`src/rtl/pic_uart_tx_if.sv`:
```
// Bus bundle between the picture UART transmitter and its host/memory side.
// The master drives the frame request and memory read data; the slave is the transmitter.
interface pic_uart_tx_if;
  logic        start;
  logic [7:0]  rd_data;
  logic        rd_en;
  logic [13:0] rd_addr;
  logic        tx;
  logic        busy;
  logic        done;

  modport master (
    output start,
    output rd_data,
    input  rd_en,
    input  rd_addr,
    input  tx,
    input  busy,
    input  done
  );

  modport slave (
    input  start,
    input  rd_data,
    output rd_en,
    output rd_addr,
    output tx,
    output busy,
    output done
  );
endinterface

```
`src/rtl/pic_uart_tx.sv`:
```
// Streams a PIC_SIZE-byte picture from a synchronous-read memory out of an 8N1 UART line.
// Each byte costs one FETCH cycle, one LATCH cycle and ten bit periods of BAUD_CNT_MAX cycles.
module pic_uart_tx #(
  parameter int unsigned BAUD_CNT_MAX = 5208,
  parameter int unsigned PIC_SIZE     = 10_000
) (
  input logic         sys_clk,
  input logic         sys_rst,
  pic_uart_tx_if.slave bus
);

  localparam int unsigned BaudW = (BAUD_CNT_MAX > 1) ? $clog2(BAUD_CNT_MAX) : 1;
  localparam logic [BaudW-1:0] BaudLast = BaudW'(BAUD_CNT_MAX - 1);
  localparam logic [13:0]      IdxLast  = 14'(PIC_SIZE - 1);

  typedef enum logic [1:0] {StIdle, StFetch, StLatch, StSend} state_e;

  state_e            state_q, state_d;
  logic [13:0]       idx_q, idx_d;
  logic [13:0]       addr_q, addr_d;
  logic [BaudW-1:0]  baud_q, baud_d;
  logic [3:0]        bit_q, bit_d;
  logic [7:0]        shreg_q, shreg_d;
  logic              tx_q, tx_d;
  logic              done_q, done_d;

  // State register with synchronous reset that aborts any frame in flight.
  always_ff @(posedge sys_clk) begin
    if (sys_rst) begin
      state_q <= StIdle;
      idx_q   <= '0;
      addr_q  <= '0;
      baud_q  <= '0;
      bit_q   <= '0;
      shreg_q <= '0;
      tx_q    <= 1'b1;
      done_q  <= 1'b0;
    end else begin
      state_q <= state_d;
      idx_q   <= idx_d;
      addr_q  <= addr_d;
      baud_q  <= baud_d;
      bit_q   <= bit_d;
      shreg_q <= shreg_d;
      tx_q    <= tx_d;
      done_q  <= done_d;
    end
  end

  // Next-state logic; tx_d is set one cycle ahead so the line is a clean flop output.
  always_comb begin
    state_d = state_q;
    idx_d   = idx_q;
    addr_d  = addr_q;
    baud_d  = baud_q;
    bit_d   = bit_q;
    shreg_d = shreg_q;
    tx_d    = tx_q;
    done_d  = 1'b0;
    case (state_q)
      StIdle: begin
        tx_d = 1'b1;
        if (bus.start) begin
          state_d = StFetch;
          idx_d   = '0;
          addr_d  = '0;
        end
      end
      StFetch: begin
        state_d = StLatch;
      end
      StLatch: begin
        // Memory data is valid now; preload the start bit for the first SEND cycle.
        shreg_d = bus.rd_data;
        tx_d    = 1'b0;
        baud_d  = '0;
        bit_d   = '0;
        state_d = StSend;
      end
      StSend: begin
        if (baud_q == BaudLast) begin
          baud_d = '0;
          if (bit_q == 4'd9) begin
            tx_d = 1'b1;
            if (idx_q == IdxLast) begin
              idx_d   = '0;
              done_d  = 1'b1;
              state_d = StIdle;
            end else begin
              idx_d   = idx_q + 14'd1;
              addr_d  = idx_q + 14'd1;
              state_d = StFetch;
            end
          end else begin
            bit_d = bit_q + 4'd1;
            // After data bit 7 (frame bit 8) comes the stop bit.
            tx_d    = (bit_q == 4'd8) ? 1'b1 : shreg_q[0];
            shreg_d = {1'b0, shreg_q[7:1]};
          end
        end else begin
          baud_d = baud_q + BaudW'(1);
        end
      end
      default: state_d = StIdle;
    endcase
  end

  assign bus.rd_en   = (state_q == StFetch);
  assign bus.rd_addr = addr_q;
  assign bus.tx      = tx_q;
  assign bus.busy    = (state_q != StIdle);
  assign bus.done    = done_q;

endmodule

```
`src/flat_wrapper.sv`:
```
// flat-port wrapper written by rule: the top's interface ports become plain ports
module pic_uart_tx_flat 
#(
  parameter int unsigned BAUD_CNT_MAX = 5208,
  parameter int unsigned PIC_SIZE     = 10_000
)
  (sys_clk, sys_rst, bus_start, bus_rd_data, bus_rd_en, bus_rd_addr, bus_tx, bus_busy, bus_done);
  pic_uart_tx_if bus_i ();
  input logic sys_clk;
  input logic sys_rst;
  input wire logic [$bits(bus_i.start)-1:0] bus_start;
  input wire logic [$bits(bus_i.rd_data)-1:0] bus_rd_data;
  output wire logic [$bits(bus_i.rd_en)-1:0] bus_rd_en;
  output wire logic [$bits(bus_i.rd_addr)-1:0] bus_rd_addr;
  output wire logic [$bits(bus_i.tx)-1:0] bus_tx;
  output wire logic [$bits(bus_i.busy)-1:0] bus_busy;
  output wire logic [$bits(bus_i.done)-1:0] bus_done;
  assign bus_i.start = bus_start;
  assign bus_i.rd_data = bus_rd_data;
  assign bus_rd_en = bus_i.rd_en;
  assign bus_rd_addr = bus_i.rd_addr;
  assign bus_tx = bus_i.tx;
  assign bus_busy = bus_i.busy;
  assign bus_done = bus_i.done;
  pic_uart_tx #(.BAUD_CNT_MAX(BAUD_CNT_MAX), .PIC_SIZE(PIC_SIZE)) u_core (.sys_clk(sys_clk), .sys_rst(sys_rst), .bus(bus_i));
endmodule
```
`config.mk`:
```
export PLATFORM = sky130hd
export DESIGN_NAME = pic_uart_tx_flat
export DESIGN_NICKNAME = d
export VERILOG_FILES = /design/src/rtl/pic_uart_tx_if.sv /design/src/rtl/pic_uart_tx.sv /design/src/flat_wrapper.sv
export SDC_FILE = /design/constraint.sdc
export NUM_CORES = 1
export LEC_CHECK = 0
export ABC_AREA = 1
export ABC_CLOCK_PERIOD_IN_PS = 2100
export CAP_MARGIN = 20
export CORE_MARGIN = 10
export CORE_UTILIZATION = 57
export DETAILED_ROUTE_END_ITERATION = 10
export PLACE_DENSITY = 0.79
export SLEW_MARGIN = 20
export SYNTH_ARGS = -nofsm -noshare
export SYNTH_HDL_FRONTEND = slang
export SYNTH_SLANG_ARGS = --single-unit
```
`constraint.sdc`:
```
create_clock -name sys_clk -period 2.1 [get_ports sys_clk]
set_input_delay 0.63 -clock sys_clk [delete_from_list [all_inputs] [get_ports sys_clk]]
set_output_delay 0.63 -clock sys_clk [all_outputs]
set_load 0.01 [all_outputs]
```
Yosys cells after proc, flatten, opt, wreduce, memory -nomap -nowiden --
Cells that the tools add are included.
Word-level totals: register bits 57, bits of input ports 11, output and inout port bits 18, logic and storage cells 64
Cells by class: $add $sub $neg 3, equality and inequality tests 12, muxes and demuxes 27, bitwise logic cells 3, reductions and logical operators 11
Operator list (count):
- 14-bit 2-to-1 mux | 7
- 14-bit one-hot mux with 2 select lines | 2
- 13-bit one-hot mux with 2 select lines | 1
- 8-bit 2-to-1 mux | 2
- 8-bit one-hot mux with 2 select lines | 1
- 14-bit by 1-bit adder with 14-bit output (second input constant) | 1
- 14-bit == test (second input constant) | 1
- 13-bit by 1-bit adder with 13-bit output (second input constant) | 1
- 13-bit == test (second input constant) | 1
- 13-bit 2-to-1 mux | 1
- 4-bit == test (second input constant) | 2
- 4-bit 2-to-1 mux | 2
- 2-bit one-hot mux with 4 select lines | 1
- 4-bit one-hot mux with 2 select lines | 1
- 2-bit 2-to-1 mux | 3
- 2-bit != test (second input constant) | 3
- 3-bit AND reduction | 2
- 2-bit nonzero test | 3
- 1-bit 2-to-1 mux | 5
- 5-bit AND reduction | 1
- 4-bit by 1-bit adder with 4-bit output (second input constant) | 1
- 2-bit == test (second input constant) | 2
- 2-bit by 1-bit != test with 1-bit output (second input constant) | 2
- 4-bit AND reduction | 1
- other kinds (7) | 9

Logic depth before layout (Yosys ltp) --
depth in word-level cells 5, depth in mapped cells 11, mapped depth without buffers 10

Worst setup path before layout --
OpenSTA, ideal clock, no wires.
path type register to register, start point register u_core.state_q[0], end point register u_core.addr_q[11], in the netlist u_core.bus.rd_addr[11], setup time 0.113 ns, data arrival time 1.447 ns, data required time 1.987 ns, slack 0.540 ns, stages on the path, launching flop included 11, path buffers 1, period minus slack after synthesis 1.560 ns, cell sequence dfxtp_1 -> inv_1 -> ha_1 -> inv_1 -> o21a_2 -> nand2_4 -> nor2_8 -> buf_6 -> nand2_1 -> nand2_1 -> nor2_1
On the way: cells in the longest elaborated chain, start to end 3, elaborated cells between the ends (all ways) 9, those cells by class eq/ne (5); mux (1); reduce/logical (3)
Ends and longest elaborated chain:
- start: declaration | line pic_uart_tx.sv:18 | state_e state_q, state_d;
- start signal: assignment | line pic_uart_tx.sv:30 | state_q <= StIdle;
- start signal: assignment | line pic_uart_tx.sv:39 | state_q <= state_d;
- 2-bit == test / 2-bit logical NOT (equally long branches) | line pic_uart_tx.sv:60 | case (state_q)
- 2-bit != test (no line), or another cell as far along
- 5-bit AND reduction (no line)
- end signal: assignment | line pic_uart_tx.sv:41 | addr_q <= addr_d;
- end: declaration | line pic_uart_tx.sv:20 | logic [13:0] addr_q, addr_d;
Several ways; a longest one is shown, not always the timed one. A chain may end at the register's enable or synchronous reset.

Worst setup path in the final report --
start point register u_core.state_q[0], end point output port bus_busy
On the way: cells in the longest elaborated chain, start to end 1
Ends and longest elaborated chain:
- 2-bit nonzero test | line pic_uart_tx.sv:111 | assign bus.busy = (state_q != StIdle);
- end: declaration | line flat_wrapper.sv:16 | output wire logic [$bits(bus_i.busy)-1:0] bus_busy;
No other way between the ends.

==> metrics.yaml <==
status: "completed"
instances_no_fill: 608
routabilityCongestion: 0.951
crit_end: "bus_busy"
seq_area_frac_synth_pct: 35.9
slew_viol_final: 0
reg2reg_to: "u_core.bus.rd_addr[7]$_SDFFE_PP0P_"
pin_count: 29
avgSynthCellArea_um2: 6.38
met2_length_um: 3390
die_w_um: 94.7
setup_violations: 0
power_density_nw_per_um2: 1240
synth-seq-cells: 57
syn-num-nets: 519
drtPass1Iterations: 5
syn_area_um2: 3180
fillers: 496
final_common_cell: "nand2_1"
track_usage_pct: 17.5
hold_class: "reg2reg"
wl_met1_um: 3380
leakagePower_uw: 0.00158
fin_nets: 552
rsz0062_at_grt: "false"
grt_max_degree: 35
hold_violations: 0
root_buffer: "clkbuf_8"
cts_tree: "built"
synth_ff_type: "dfxtp_1"
diodes: 0
die_height_um: 94.7
max_slew_margin_pct: 72.4
end_kind: "primary output"
synth_edf_count: 0
clockBufferDepth: 2
cts_max_level: 3
first_iter_violations: 197
synth_area_leaders: "dfxtp_1 (36%), nand2_1 (18%), nor2_1 (10%)"
drv_cap: 0
reg2regPathDepth: 8
num_rows: 27
wirelength_um: 7360
clock_sinks: 57
rrSetupSlack_ns: 0.20
initial_utilization_pct: 58.0
core_area_um2: 5470
synthArstFlopShare_pct: 0
placedCellCount: 592
whs_ns: 0.473
yosysTopAreaCellShare_pct: 35.9
cts_resized: 3
max_freq_mhz: 491
yosysTopAreaCell: "dfxtp_1"
viasPerCell: 5.10
met3_length_um: 417
min_period_over_period_pct: 97.0
grt_pass1_wl_um: 12700
crit_arrival_ns: 1.41
ant_nets: 0
drc: 0
fin_skew_ns: 0.00510
yosys.cell_types.count: 34
wl_per_cell_um: 12.1
p_total_uw: 4650
clk_pin_slew_ns: 0.06
worstMarginPinSlew_ns: 0.414
layout-drive-gt1-share_pct: 8.96
critPathKind: "reg2out"
setup_tns_ns: 0
antenna_found_initial: 0
synth_cells: 498
synth_warnings: 0
grt.overflow.total: 0
cts_made_buffers: 9
startpoint: "u_core.state_q[0]$_SDFFE_PP0P_"
ir_drop_v: 0.000749
dieArea_um2: 8960
critical_path.startpoint_type: "flop"
ctsHoldBuffers: 0
cp_data_required_time_ns: 1.47
grt_pass1_vias: 2871
period_needed_ns: 2.04
top_layer: "met4"
final_cell_mix: "nand2_1 (154), nor2_1 (84), dfxtp_1 (57)"
post-cts-setup-buffers: 0
r2r_start: "u_core.state_q[0]$_SDFFE_PP0P_"
vias: 3101
layout-area-overhead-vs-synth_pct: 18.4
clock_latency_ns: 0.33
crit_fanout: 4
hpwl_um: 5300
port_buffers: 28
-- flip-flops by register name, summed over array words and instances, names as in the netlist --
signal	count
u_core.bus.rd_addr	14
u_core.idx_q	14
u_core.baud_q	13
u_core.shreg_q	8
u_core.bit_q	4
u_core.state_q	2
u_core.bus.done	1
u_core.bus.tx	1
-- synthesized netlist by cell type (2+ instances only) --
| cell | count |
|---|---|
| nand3_2 | 2 |
| clkbuf_1 | 7 |
| nand2_1 | 154 |
| inv_1 | 46 |
| buf_6 | 3 |
| a21oi_1 | 28 |
| ha_1 | 10 |
| nand4_1 | 7 |
| nand2_4 | 2 |
| o211ai_1 | 2 |
| dfxtp_1 | 57 |
| xor2_1 | 4 |
| nor3_1 | 5 |
| nor2_2 | 3 |
| inv_2 | 7 |
| nand2_2 | 3 |
| buf_2 | 5 |
| or2_2 | 2 |
| nand3_1 | 34 |
| nor2_1 | 85 |
| o21ai_0 | 19 |
-- metal layers --
layer  vias up  global-route usage, %
met1      1371                   21.7
met3        13                   3.97
met2        85                   27.5
met5         -                      0
li1       1632                      -
met4         0                   9.35
-- worst min-delay path by stage --
stage	start	endpoint	slack, ns	depth (start not counted)
floorplan	u_core.shreg_q[7]$_SDFFE_PP0P_	u_core.shreg_q[7]$_SDFFE_PP0P_	0.44	2
global placement	u_core.shreg_q[7]$_SDFFE_PP0P_	u_core.shreg_q[7]$_SDFFE_PP0P_	0.45	2
detailed placement	u_core.shreg_q[7]$_SDFFE_PP0P_	u_core.shreg_q[7]$_SDFFE_PP0P_	0.46	2
CTS	u_core.shreg_q[7]$_SDFFE_PP0P_	u_core.shreg_q[7]$_SDFFE_PP0P_	0.47	2
global route	u_core.bus.rd_addr[6]$_SDFFE_PP0P_	u_core.bus.rd_addr[6]$_SDFFE_PP0P_	0.51	2
finish	u_core.shreg_q[7]$_SDFFE_PP0P_	u_core.shreg_q[7]$_SDFFE_PP0P_	0.47	2
-- per-stage QoR --
stage | setup WS, ns | instance area [um2] | utilization [%]
floorplan | 0.540 | 3180 | -
global placement | -0.0629 | 3540 | 64.7
detailed placement | -0.0854 | 3540 | 64.7
CTS | 0.0255 | 3750 | 68.5
global route | 0.00238 | 3760 | 68.7
finish | 0.0631 | 3760 | 68.7
-- area by class of cell --
| type | count | area [um2] | share of cell area, % |
|---|---|---|---|
| multi-input combinational | 372 | 1760 | 46.7 |
| sequential | 57 | 1140 | 30.3 |
| timing repair buffer | 37 | 359 | 9.55 |
| inverter | 54 | 206 | 5.49 |
| clock buffer | 14 | 173 | 4.59 |
| tap | 72 | 90.1 | 2.40 |
| clock inverter | 2 | 35.0 | 0.932 |
-- cell families (layout without fill, tap and decap cells) --
family                   count (synthesis)  after routing  synth area share [%]
adder cells (fa/ha/maj)                 10             10                  3.94
XOR/XNOR                                 5              5                  1.38
AND/OR/NAND/NOR                        302            302                  40.4
buffers and inverters                   69            107                  9.06
AO/OA/AOI/OAI                           55             55                  9.26
flip-flops                              57             57                  35.9
-- power by group --
| part | switching, uW | leakage, uW | total [uW] | internal [uW] |
|---|---|---|---|---|
| Sequential | 174 | 0.000465 | 1530 | 1350 |
| Combinational | 1250 | 0.00101 | 2050 | 794 |
| Clock | 430 | 0.000107 | 1070 | 644 |
| Total | 1860 | 0.00158 | 4650 | 2790 |
-- critical path, stage by stage, from the launching register on --
cell and delay, ns:
dfxtp_1 0.38, inv_1 0.10, ha_1 0.24, inv_1 0.10, clkdlybuf4s15_1 0.25
Power figures use the tool's default switching activity.
